$ cat config.mk
export PLATFORM = sky130hd
export DESIGN_NAME = path_issue_ctrl
export DESIGN_NICKNAME = d
export VERILOG_FILES = /design/src/rtl/path_issue_ctrl.sv
export SDC_FILE = /design/constraint.sdc
export NUM_CORES = 1
export LEC_CHECK = 0
export ABC_AREA = 1
export CORE_MARGIN = 1
export CORE_UTILIZATION = 44
export CTS_CLUSTER_SIZE = 30
export DETAILED_ROUTE_END_ITERATION = 12
export GPL_TIMING_DRIVEN = 0
export HOLD_SLACK_MARGIN = 0.15
export PLACE_DENSITY = 0.82
export RECOVER_POWER = 100
export SYNTH_ARGS = -nofsm -noshare
export SYNTH_HDL_FRONTEND = slang
export SYNTH_SLANG_ARGS = --single-unit
$ cat constraint.sdc
create_clock -name clk -period 2.9 [get_ports clk]
set_clock_uncertainty 0.1 [all_clocks]
set_input_delay 0.58 -clock clk [delete_from_list [all_inputs] [get_ports clk]]
set_output_delay 0.58 -clock clk [all_outputs]
set_load 0.02 [all_outputs]
$ cat src/rtl/path_issue_ctrl.sv
// path_issue_ctrl: shares one combinational smallPath generator among NREQ
// requesters. A round-robin arbiter grants one request, its fields drive
// smallPath for one LOAD cycle, the returned path is captured, and its hops
// are streamed one per handshake to the router injection port.
module path_issue_ctrl #(
  parameter int NREQ = 4,
  parameter int HOPS = 16,
  localparam int IDW = (NREQ > 1) ? $clog2(NREQ) : 1,
  localparam int IXW = $clog2(HOPS)
) (
  input  logic                 clk,
  input  logic                 rst,
  input  logic [NREQ-1:0]      req_valid,
  output logic [NREQ-1:0]      req_ready,
  input  logic [2*NREQ-1:0]    req_group,
  input  logic [3*NREQ-1:0]    req_len0,
  input  logic [2*NREQ-1:0]    req_len1,
  input  logic [2*NREQ-1:0]    req_len2,
  input  logic [8*NREQ-1:0]    req_data0,
  input  logic [6*NREQ-1:0]    req_data1,
  input  logic [4*NREQ-1:0]    req_data2,
  input  logic [5*NREQ-1:0]    req_nhops,
  output logic [1:0]           sp_group,
  output logic [2:0]           sp_len_0,
  output logic [1:0]           sp_len_1,
  output logic [1:0]           sp_len_2,
  output logic [7:0]           sp_data_0,
  output logic [5:0]           sp_data_1,
  output logic [3:0]           sp_data_2,
  input  logic [2*HOPS-1:0]    sp_path,
  output logic                 hop_valid,
  input  logic                 hop_ready,
  output logic [1:0]           hop_dim,
  output logic                 hop_last,
  output logic [IDW-1:0]       hop_src,
  output logic                 busy,
  output logic                 err
);

  typedef enum logic [1:0] {
    ST_IDLE  = 2'd0,
    ST_LOAD  = 2'd1,
    ST_ISSUE = 2'd2
  } state_e;

  state_e              state_q, state_d;
  logic [IDW-1:0]      rr_q, rr_d;
  logic [IXW-1:0]      idx_q, idx_d;
  logic [2*HOPS-1:0]   path_q, path_d;
  logic [4:0]          nhops_q, nhops_d;
  logic [IDW-1:0]      src_q, src_d;
  logic [1:0]          group_q, group_d;
  logic [2:0]          len0_q, len0_d;
  logic [1:0]          len1_q, len1_d;
  logic [1:0]          len2_q, len2_d;
  logic [7:0]          data0_q, data0_d;
  logic [5:0]          data1_q, data1_d;
  logic [3:0]          data2_q, data2_d;
  logic                hop_valid_q, hop_valid_d;
  logic                busy_q, busy_d;
  logic                err_q, err_d;

  logic                grant_found_s;
  logic [IDW-1:0]      grant_idx_s;
  logic [IDW:0]        cand_s;
  logic                hit_s;
  logic [1:0]          sel_group_s;
  logic [4:0]          sel_nhops_s;
  logic                sel_legal_s;
  logic                hop_last_s;

  // Round-robin search: first valid requester at or after the pointer, wrapping.
  always_comb begin
    grant_found_s = 1'b0;
    grant_idx_s   = '0;
    cand_s        = '0;
    hit_s         = 1'b0;
    for (int i = 0; i < NREQ; i++) begin
      cand_s = {1'b0, rr_q} + (IDW+1)'(i);
      if (cand_s >= (IDW+1)'(NREQ)) begin
        cand_s = cand_s - (IDW+1)'(NREQ);
      end else begin
        cand_s = cand_s;
      end
      hit_s         = !grant_found_s && req_valid[cand_s[IDW-1:0]];
      grant_idx_s   = hit_s ? cand_s[IDW-1:0] : grant_idx_s;
      grant_found_s = grant_found_s | hit_s;
    end
  end

  // Field extraction and legality check for the granted requester.
  always_comb begin
    sel_group_s = req_group[int'(grant_idx_s)*2 +: 2];
    sel_nhops_s = req_nhops[int'(grant_idx_s)*5 +: 5];
    sel_legal_s = (sel_group_s != 2'd0) && (sel_nhops_s != 5'd0) &&
                  (sel_nhops_s <= 5'(HOPS));
  end

  // Grant is combinational so a requester sees ready in the same IDLE cycle.
  always_comb begin
    if ((state_q == ST_IDLE) && grant_found_s) begin
      req_ready = NREQ'(1) << grant_idx_s;
    end else begin
      req_ready = '0;
    end
  end

  // Final-hop detect against the latched hop count.
  always_comb begin
    hop_last_s = ({1'b0, idx_q} == (nhops_q - 5'd1));
  end

  // Next-state logic for the issue FSM and all datapath registers.
  always_comb begin
    state_d   = state_q;
    rr_d      = rr_q;
    idx_d     = idx_q;
    path_d    = path_q;
    nhops_d   = nhops_q;
    src_d     = src_q;
    group_d   = group_q;
    len0_d    = len0_q;
    len1_d    = len1_q;
    len2_d    = len2_q;
    data0_d   = data0_q;
    data1_d   = data1_q;
    data2_d   = data2_q;
    err_d     = 1'b0;
    case (state_q)
      ST_IDLE: begin
        if (grant_found_s) begin
          rr_d = (grant_idx_s == IDW'(NREQ-1)) ? '0 : grant_idx_s + IDW'(1);
          if (sel_legal_s) begin
            state_d = ST_LOAD;
            src_d   = grant_idx_s;
            nhops_d = sel_nhops_s;
            group_d = sel_group_s;
            len0_d  = req_len0[int'(grant_idx_s)*3 +: 3];
            len1_d  = req_len1[int'(grant_idx_s)*2 +: 2];
            len2_d  = req_len2[int'(grant_idx_s)*2 +: 2];
            data0_d = req_data0[int'(grant_idx_s)*8 +: 8];
            data1_d = req_data1[int'(grant_idx_s)*6 +: 6];
            data2_d = req_data2[int'(grant_idx_s)*4 +: 4];
          end else begin
            // Illegal requests are consumed but only flagged; no path is issued.
            err_d = 1'b1;
          end
        end else begin
          state_d = ST_IDLE;
        end
      end
      ST_LOAD: begin
        path_d  = sp_path;
        idx_d   = '0;
        state_d = ST_ISSUE;
      end
      ST_ISSUE: begin
        if (hop_ready) begin
          if (hop_last_s) begin
            state_d = ST_IDLE;
            idx_d   = '0;
          end else begin
            idx_d = idx_q + IXW'(1);
          end
        end else begin
          idx_d = idx_q;
        end
      end
      default: begin
        state_d = ST_IDLE;
        idx_d   = '0;
      end
    endcase
    hop_valid_d = (state_d == ST_ISSUE);
    busy_d      = (state_d != ST_IDLE);
  end

  // State and datapath registers; async reset clears everything at once.
  always_ff @(posedge clk or posedge rst) begin
    if (rst) begin
      state_q     <= ST_IDLE;
      rr_q        <= '0;
      idx_q       <= '0;
      path_q      <= '0;
      nhops_q     <= 5'd0;
      src_q       <= '0;
      group_q     <= 2'd0;
      len0_q      <= 3'd0;
      len1_q      <= 2'd0;
      len2_q      <= 2'd0;
      data0_q     <= 8'd0;
      data1_q     <= 6'd0;
      data2_q     <= 4'd0;
      hop_valid_q <= 1'b0;
      busy_q      <= 1'b0;
      err_q       <= 1'b0;
    end else begin
      state_q     <= state_d;
      rr_q        <= rr_d;
      idx_q       <= idx_d;
      path_q      <= path_d;
      nhops_q     <= nhops_d;
      src_q       <= src_d;
      group_q     <= group_d;
      len0_q      <= len0_d;
      len1_q      <= len1_d;
      len2_q      <= len2_d;
      data0_q     <= data0_d;
      data1_q     <= data1_d;
      data2_q     <= data2_d;
      hop_valid_q <= hop_valid_d;
      busy_q      <= busy_d;
      err_q       <= err_d;
    end
  end

  assign sp_group  = group_q;
  assign sp_len_0  = len0_q;
  assign sp_len_1  = len1_q;
  assign sp_len_2  = len2_q;
  assign sp_data_0 = data0_q;
  assign sp_data_1 = data1_q;
  assign sp_data_2 = data2_q;
  assign hop_valid = hop_valid_q;
  assign hop_dim   = hop_valid_q ? path_q[{idx_q, 1'b0} +: 2] : 2'd0;
  assign hop_last  = hop_valid_q & hop_last_s;
  assign hop_src   = src_q;
  assign busy      = busy_q;
  assign err       = err_q;

endmodule
==> impl_metrics.py, run 1 <==
metrics = {
    "status": {
        "status": "finished with violations",
        "violations": "negative setup slack",
    },
    "cts": {
        "cts_hold_buf": 0,
        "clkSlewWorstSetupHoldPaths_ns": 0.09,
        "clk_path_buf_depth": 2,
        "cts_tree": "yes",
        "clock_sinks": 77,
        "clock_latency_ns": 0.35,
        "cts_buffers": 9,
        "cts_max_level": 3,
        "cts_root_buf": "clkbuf_8",
    },
    "synthesis": {
        "yosys_warnings": 0,
        "synthMuxAreaShare": 0.0435,
        "synth_top_family_by_area": "simple AND/OR/NAND/NOR gates",
        "synth_xor_area_frac": 0.0125,
        "synth_compound_area_frac": 0.134,
        "avgSynthCellArea_um2": 7.33,
        "synth-edff-count": 0,
        "synthSimpleGateAreaFrac": 0.316,
        "synthArstFlopShare": 1.00,
        "synthFlopType": "dfrtp_1",
        "syn_nets": 844,
        "yosys.area_share.adder": 0.0153,
        "ys_ff_latch": 77,
        "syn_inst": 671,
        "syn_area_um2": 4920,
        "synth.yosys.seq_area_share": 0.392,
        "synthDistinctLibCells": 33,
    },
    "timing": {
        "post-route-min-period_ns": 3.20,
        "finalWorstSetupSlack_ns": -0.296,
        "drv_slew": 0,
        "max_freq_mhz": 313,
        "hold_violations": 0,
        "period_share": 1.10,
        "rsz0062_at_grt": "true",
        "finalSetupViolations": 41,
        "tightestPinTransition_ns": 0.988,
        "setup-tns-final_ns": -9.79,
        "slew_headroom": 0.341,
    },
    "pwr": {
        "p_per_area_nw_per_um2": 387,
        "p_total_mw": 3.14,
        "ir_worst_vdd_uv": 378,
        "leakage_nw": 3.85,
    },
    "final_layout": {
        "final_area_um2": 8110,
        "multiInputGateArea_um2": 2840,
        "register_area_um2": 1930,
        "fillers": 783,
        "fin_cells": 1073,
        "area_delta_synth_final_pct": 64.8,
        "drive_gt1_frac": 0.188,
        "final_nets": 1101,
    },
    "critical_path": {
        "cp.required_ns": 2.22,
        "end_kind": "output pin",
        "setup.worst_path.start_class": "flip-flop",
        "crit_fanout": 5,
        "cp.arrival_ns": 2.52,
        "worstSetupPathType": "reg2out",
        "r2r_slack_ns": -0.29,
    },
    "die": {
        "core_region_area_um2": 10900,
        "start_util": 0.452,
        "rows": 38,
        "io_pins": 206,
        "die_w_um": 108,
        "die_h_um": 108,
        "die_area_um2": 11600,
    },
    "global_routing": {
        "grt_max_degree": 73,
        "antenna_found_initial": 1,
        "first_global_vias": 5947,
        "overflow": 0,
        "track_usage": 0.320,
        "grt_first_pass_wirelength_mm": 28.6,
    },
    "placed_design": {
        "post-place-ws_ns": -1.43,
        "portBuffers": 205,
        "gp_congestion": 0.912,
        "post-dp-hpwl_mm": 13.3,
        "dpl-instance-area_um2": 7180,
        "post-place-cells": 1017,
    },
    "route": {
        "wl_per_cell_um": 17.7,
        "via_per_inst": 5.59,
        "drc_errors": 0,
        "vias": 6000,
        "dr.pass1.iters": 5,
        "drtIter0Drc": 432,
        "finalWirelength_mm": 19.0,
        "postRouteAntennaNets": 0,
    },
    "worst_hold_path": {
        "hold_path.class": "reg2reg",
    },
    "flow_run": {
        "max_cap_violations": 0,
    },
}
-- per-stage QoR --
| step | hold WS (ns) | utilization |
|---|---|---|
| 2_1_floorplan | 0.363 | - |
| 3_3_place_gp | 0.362 | 0.657 |
| 3_5_place_dp | 0.366 | 0.659 |
| 4_1_cts | 0.356 | 0.730 |
| 5_1_grt | 0.410 | 0.745 |
| 6_report | 0.379 | 0.745 |
-- layout make-up --
| type | instances | area share |
|---|---|---|
| antenna | 1 | 0.000308 |
| buffer | 42 | 0.0381 |
| clock buffer | 9 | 0.0153 |
| clock inverter | 6 | 0.0110 |
| inverter | 52 | 0.0258 |
| multi-input combinational | 498 | 0.350 |
| sequential | 77 | 0.238 |
| tap | 140 | 0.0216 |
| timing repair buffer | 248 | 0.300 |
-- synthesized netlist by cell type, types with 2 or more instances --
cell type	instances	share of area
dfrtp_1	77	0.39
nand3_2	4	0.0081
buf_4	4	0.0061
buf_6	5	0.011
clkbuf_1	19	0.014
nand4_1	3	0.0038
o21ai_0	21	0.021
nand3b_1	3	0.0046
a32oi_1	25	0.044
inv_1	44	0.034
mux2_2	19	0.043
nand2_1	232	0.18
inv_2	8	0.0061
o22ai_1	3	0.0038
buf_1	8	0.0061
nand3_1	67	0.068
o211ai_1	7	0.011
buf_2	9	0.0092
nor2_1	30	0.023
nand2_4	2	0.0046
xnor2_1	4	0.0071
ha_1	6	0.015
a21oi_1	52	0.053
nand2_2	8	0.010
xor2_1	3	0.0053
-- timing repair --
item | CTS | global route
pin swaps | 26 | 29
gates cloned | 7 | 0
buffers inserted | 25 | 11
gates resized for setup | 124 | 27
endpoints found under the setup margin | 38 | 43
-- cell usage in the layout, fill, tap and decap left out, types with 4 or more instances in the layout --
cell type,n
clkdlybuf4s50_1,161
buf_1,6
clkbuf_8,9
a32oi_1,25
clkbuf_1,13
mux2_2,19
buf_2,4
a21oi_1,51
o21ai_0,21
buf_6,25
inv_2,10
nor2_1,23
buf_4,30
inv_4,5
nand3_2,4
ha_4,4
dlygate4sd3_1,33
dlygate4sd2_1,7
xnor2_1,4
dfrtp_1,75
nand2_4,11
inv_1,36
nor2_4,8
nand2_2,15
nand3_1,64
nand2_1,216
o211ai_1,7
-- registers in the layout, summed over array words and instances, names as in the netlist --
register and cells:
sp_group 2, rr_q 2, hop_src 2, sp_len_0 3, sp_data_2 4, nhops_q 5, sp_data_0 8, sp_data_1 6
state_q 2, err 1, busy 1, idx_q 4, sp_len_2 2, path_q 32, hop_valid 1, sp_len_1 2
-- worst max-delay path: stages (launching register included) --
cell and delay, ns:
dfrtp_1 0.46, buf_4 0.18, nand2_1 0.06, nand2_1 0.13, nand2_1 0.11, nand2_2 0.13
nor2_4 0.06, nor2_4 0.13, nand2_4 0.08, nand2_4 0.11, inv_4 0.05, buf_6 0.12
buf_12 0.13, ha_4 0.16, inv_4 0.06, nor2_4 0.04, buf_6 0.14
-- layer usage --
metal  routed length [µm]  track usage
met5                    0            0
met4                  900        0.152
met1                 6870        0.358
met3                 1540       0.0793
met2                 9680        0.568
-- where the power goes --
group,total [mW],internal (mW),switching [mW]
Sequential,1.16,1.12,0.0466
Combinational,1.08,0.531,0.554
Clock,0.891,0.480,0.411
Total,3.14,2.13,1.01
-- kinds of logic (layout without fill, tap and decap cells) --
| kind of cell | Yosys count | count (layout) |
|---|---|---|
| xor gates and xnor gates | 7 | 7 |
| buffers and inverters | 97 | 357 |
| DFF | 77 | 77 |
| and+or+nand+nor | 356 | 357 |
| adders and majority gates | 6 | 6 |
| AOI/OAI and AO/OA | 109 | 109 |
| other | 0 | 1 |
| muxes | 19 | 19 |
-- final timing paths --
kind                                    from            to  cells past startpoint
worst max-delay path                 rr_q[0]  req_ready[1]                     16
worst min-delay path            sp_data_1[3]  sp_data_1[3]                      2
min in group asynchronous                rst    path_q[22]                      2
worst max register to register       rr_q[0]    nhops_q[3]                     23
worst min register to register  sp_data_1[3]  sp_data_1[3]                      2
max in group asynchronous                rst       rr_q[1]                      3
Note: power is estimated with default switching activity, not from simulation.
==> run 2: changes to the inputs <==
CELL_PAD_IN_SITES_DETAIL_PLACEMENT = 1   (was not set)
CELL_PAD_IN_SITES_GLOBAL_PLACEMENT = 2   (was not set)
CORE_UTILIZATION = 23   (was 44)
PLACE_DENSITY = not set   (was 0.82)
PLACE_DENSITY_LB_ADDON = 0.1   (was not set)
==> impl_metrics.py, run 2 (synthesis gave the netlist of run 1 again) <==
metrics = {
    "status": {
        "status": "finished with violations",
        "violations": "negative setup slack",
    },
    "placed_design": {
        "portBuffers": 205,
        "post-dp-hpwl_mm": 15.7,
        "post-place-cells": 1152,
        "gp_congestion": 0.818,
    },
    "critical_path": {
        "setup.worst_path.start_class": "flip-flop",
        "r2r_slack_ns": 0.01,
        "path_cells": "buf_6 > nand2_4 > nand2_4 > nand2_2 > nand2_2 > nor2_4 > nand3_4 > nand2_4 > nand2_8 > inv_4 > buf_8 > buf_12 > ha_1 > inv_2 > nor2_2 > buf_6",
        "path_buf_inv": 6,
        "reg2reg_from": "rr_q[0]",
        "slowest_delay_ns": 0.41,
        "cp.required_ns": 2.22,
        "critPathMostFrequentCell": "nand2_4",
        "cp.arrival_ns": 2.40,
        "critPathTopFamily": "simple AND/OR/NAND/NOR gates",
        "cpMaxStageDelayCell": "dfrtp_1",
        "crit_fanout": 8,
        "worstSetupPathType": "reg2out",
        "reg2reg_depth": 23,
        "end_kind": "output pin",
        "r2r-end": "sp_data_1[4]",
        "cp.depth": 16,
    },
    "timing": {
        "finalSetupViolations": 4,
        "rsz0062_at_grt": "true",
        "max_freq_mhz": 325,
        "finalWorstSetupSlack_ns": -0.178,
        "drv_slew": 0,
        "setup-tns-final_ns": -0.587,
        "hold_violations": 0,
        "post-route-min-period_ns": 3.08,
        "tightestPinTransition_ns": 0.913,
        "period_share": 1.06,
        "slew_headroom": 0.392,
    },
    "final_layout": {
        "layout_commonest_cell": "nand2_1",
        "regMostFlops": "path_q",
        "n_antenna_cell": 0,
        "fin_cells": 1201,
        "drive_gt1_frac": 0.210,
        "final_nets": 1094,
        "area_delta_synth_final_pct": 71.2,
        "final_cell_mix": "203 x nand2_1, 161 x clkdlybuf4s50_1, 74 x dfrtp_1",
        "utilization": 0.401,
        "largest_reg_flops": 32,
    },
    "worst_hold_path": {
        "hold_path.class": "reg2reg",
        "whs_endpoint": "sp_data_0[1]",
        "holdPathStages": 2,
        "hold_start": "sp_data_0[1]",
    },
    "flow_run": {
        "max_cap_violations": 0,
    },
    "route": {
        "drc_errors": 0,
        "drtIter0Drc": 117,
        "wl_per_cell_um": 17.6,
        "finalWirelength_mm": 21.2,
        "vias": 5563,
        "postRouteAntennaNets": 0,
        "via_per_inst": 4.63,
        "dr.pass1.iters": 4,
    },
    "pwr": {
        "p_per_area_nw_per_um2": 394,
        "clockPowerShare": 0.309,
        "p_switching_mw": 1.07,
        "swShare": 0.323,
        "internal_power_mw": 2.25,
        "ir_worst_vdd_uv": 239,
        "sequentialPowerShare": 0.358,
        "combPwrFrac": 0.333,
        "leakage_nw": 3.91,
    },
    "cts": {
        "cts_root_buf": "clkbuf_16",
        "clkSlewWorstSetupHoldPaths_ns": 0.06,
        "cts_max_level": 3,
        "clk_path_buf_depth": 2,
        "cts_tree": "yes",
        "clock_latency_ns": 0.34,
        "cts_buffers": 9,
        "clock_sinks": 77,
    },
    "die": {
        "io_pins": 206,
        "die_h_um": 148,
        "start_util": 0.234,
        "core_region_area_um2": 21000,
        "rows": 53,
        "die_area_um2": 22000,
        "die_w_um": 148,
    },
    "global_routing": {
        "first_global_vias": 6086,
        "overflow": 0,
        "track_usage": 0.195,
        "grt_max_degree": 64,
        "antenna_found_initial": 0,
        "grt_first_pass_wirelength_mm": 33.0,
    },
}
[run 2: per-stage QoR]
stage	cell area (µm²)	hold slack [ns]	power (mW)	setup slack (ns)
3_5_place_dp	7350	0.364	2.19	-1.61
4_1_cts	7980	0.381	3.29	-0.190
3_3_place_gp	7320	0.365	2.16	-1.57
5_1_grt	8430	0.395	3.52	-0.295
6_report	8430	0.372	3.32	-0.178
2_1_floorplan	4920	0.363	1.70	0.0163
[run 2: repair_timing]
item / CTS / global route
gates resized for setup: 99 / 80
pin swaps: 20 / 7
buffers inserted: 19 / 14
cloned: 2 / 3
hold buffers: 0 / 0
setup endpoints to repair: 40 / 42
[run 2: power by group through the flow]
stage	registers, mW	logic (mW)	clock network, mW
final	1.19	1.11	1.03
after global routing	1.20	1.22	1.10
after CTS	1.19	1.03	1.07
after detailed placement	1.17	1.02	0
after global placement	1.16	0.998	0
after floorplan	1.16	0.541	0
[run 2: cell type report]
class / count / area [µm²]
fill: 2496 / 12600
multi-input combinational: 497 / 2880
timing repair buffer: 244 / 2450
sequential: 77 / 1930
buffer: 40 / 352
tap: 275 / 344
clock buffer: 11 / 233
inverter: 52 / 211
clock inverter: 5 / 27.5
[run 2: routing by layer]
metal / wire length (µm) / global-route usage / up-vias
met5: 0 / 0 / -
met2: 11000 / 0.353 / 149
met4: 223 / 0.0407 / 0
met1: 8560 / 0.225 / 2678
met3: 1430 / 0.0610 / 14
li1: - / - / 2722
[run 2: worst min-delay path, delay by kind of cell (launching register included)]
kind	cells	cell delay, ns
simple gates	2	0.10
flops	1	0.33
[run 2: how the worst max path moves through the flow]
stage	startpoint	endpoint
3_5_place_dp	req_valid[1]	req_ready[0]
3_3_place_gp	req_valid[1]	req_ready[0]
6_report	rr_q[0]	req_ready[1]
4_1_cts	rr_q[0]	req_ready[3]
2_1_floorplan	req_valid[3]	req_ready[0]
5_1_grt	rr_q[0]	req_ready[1]
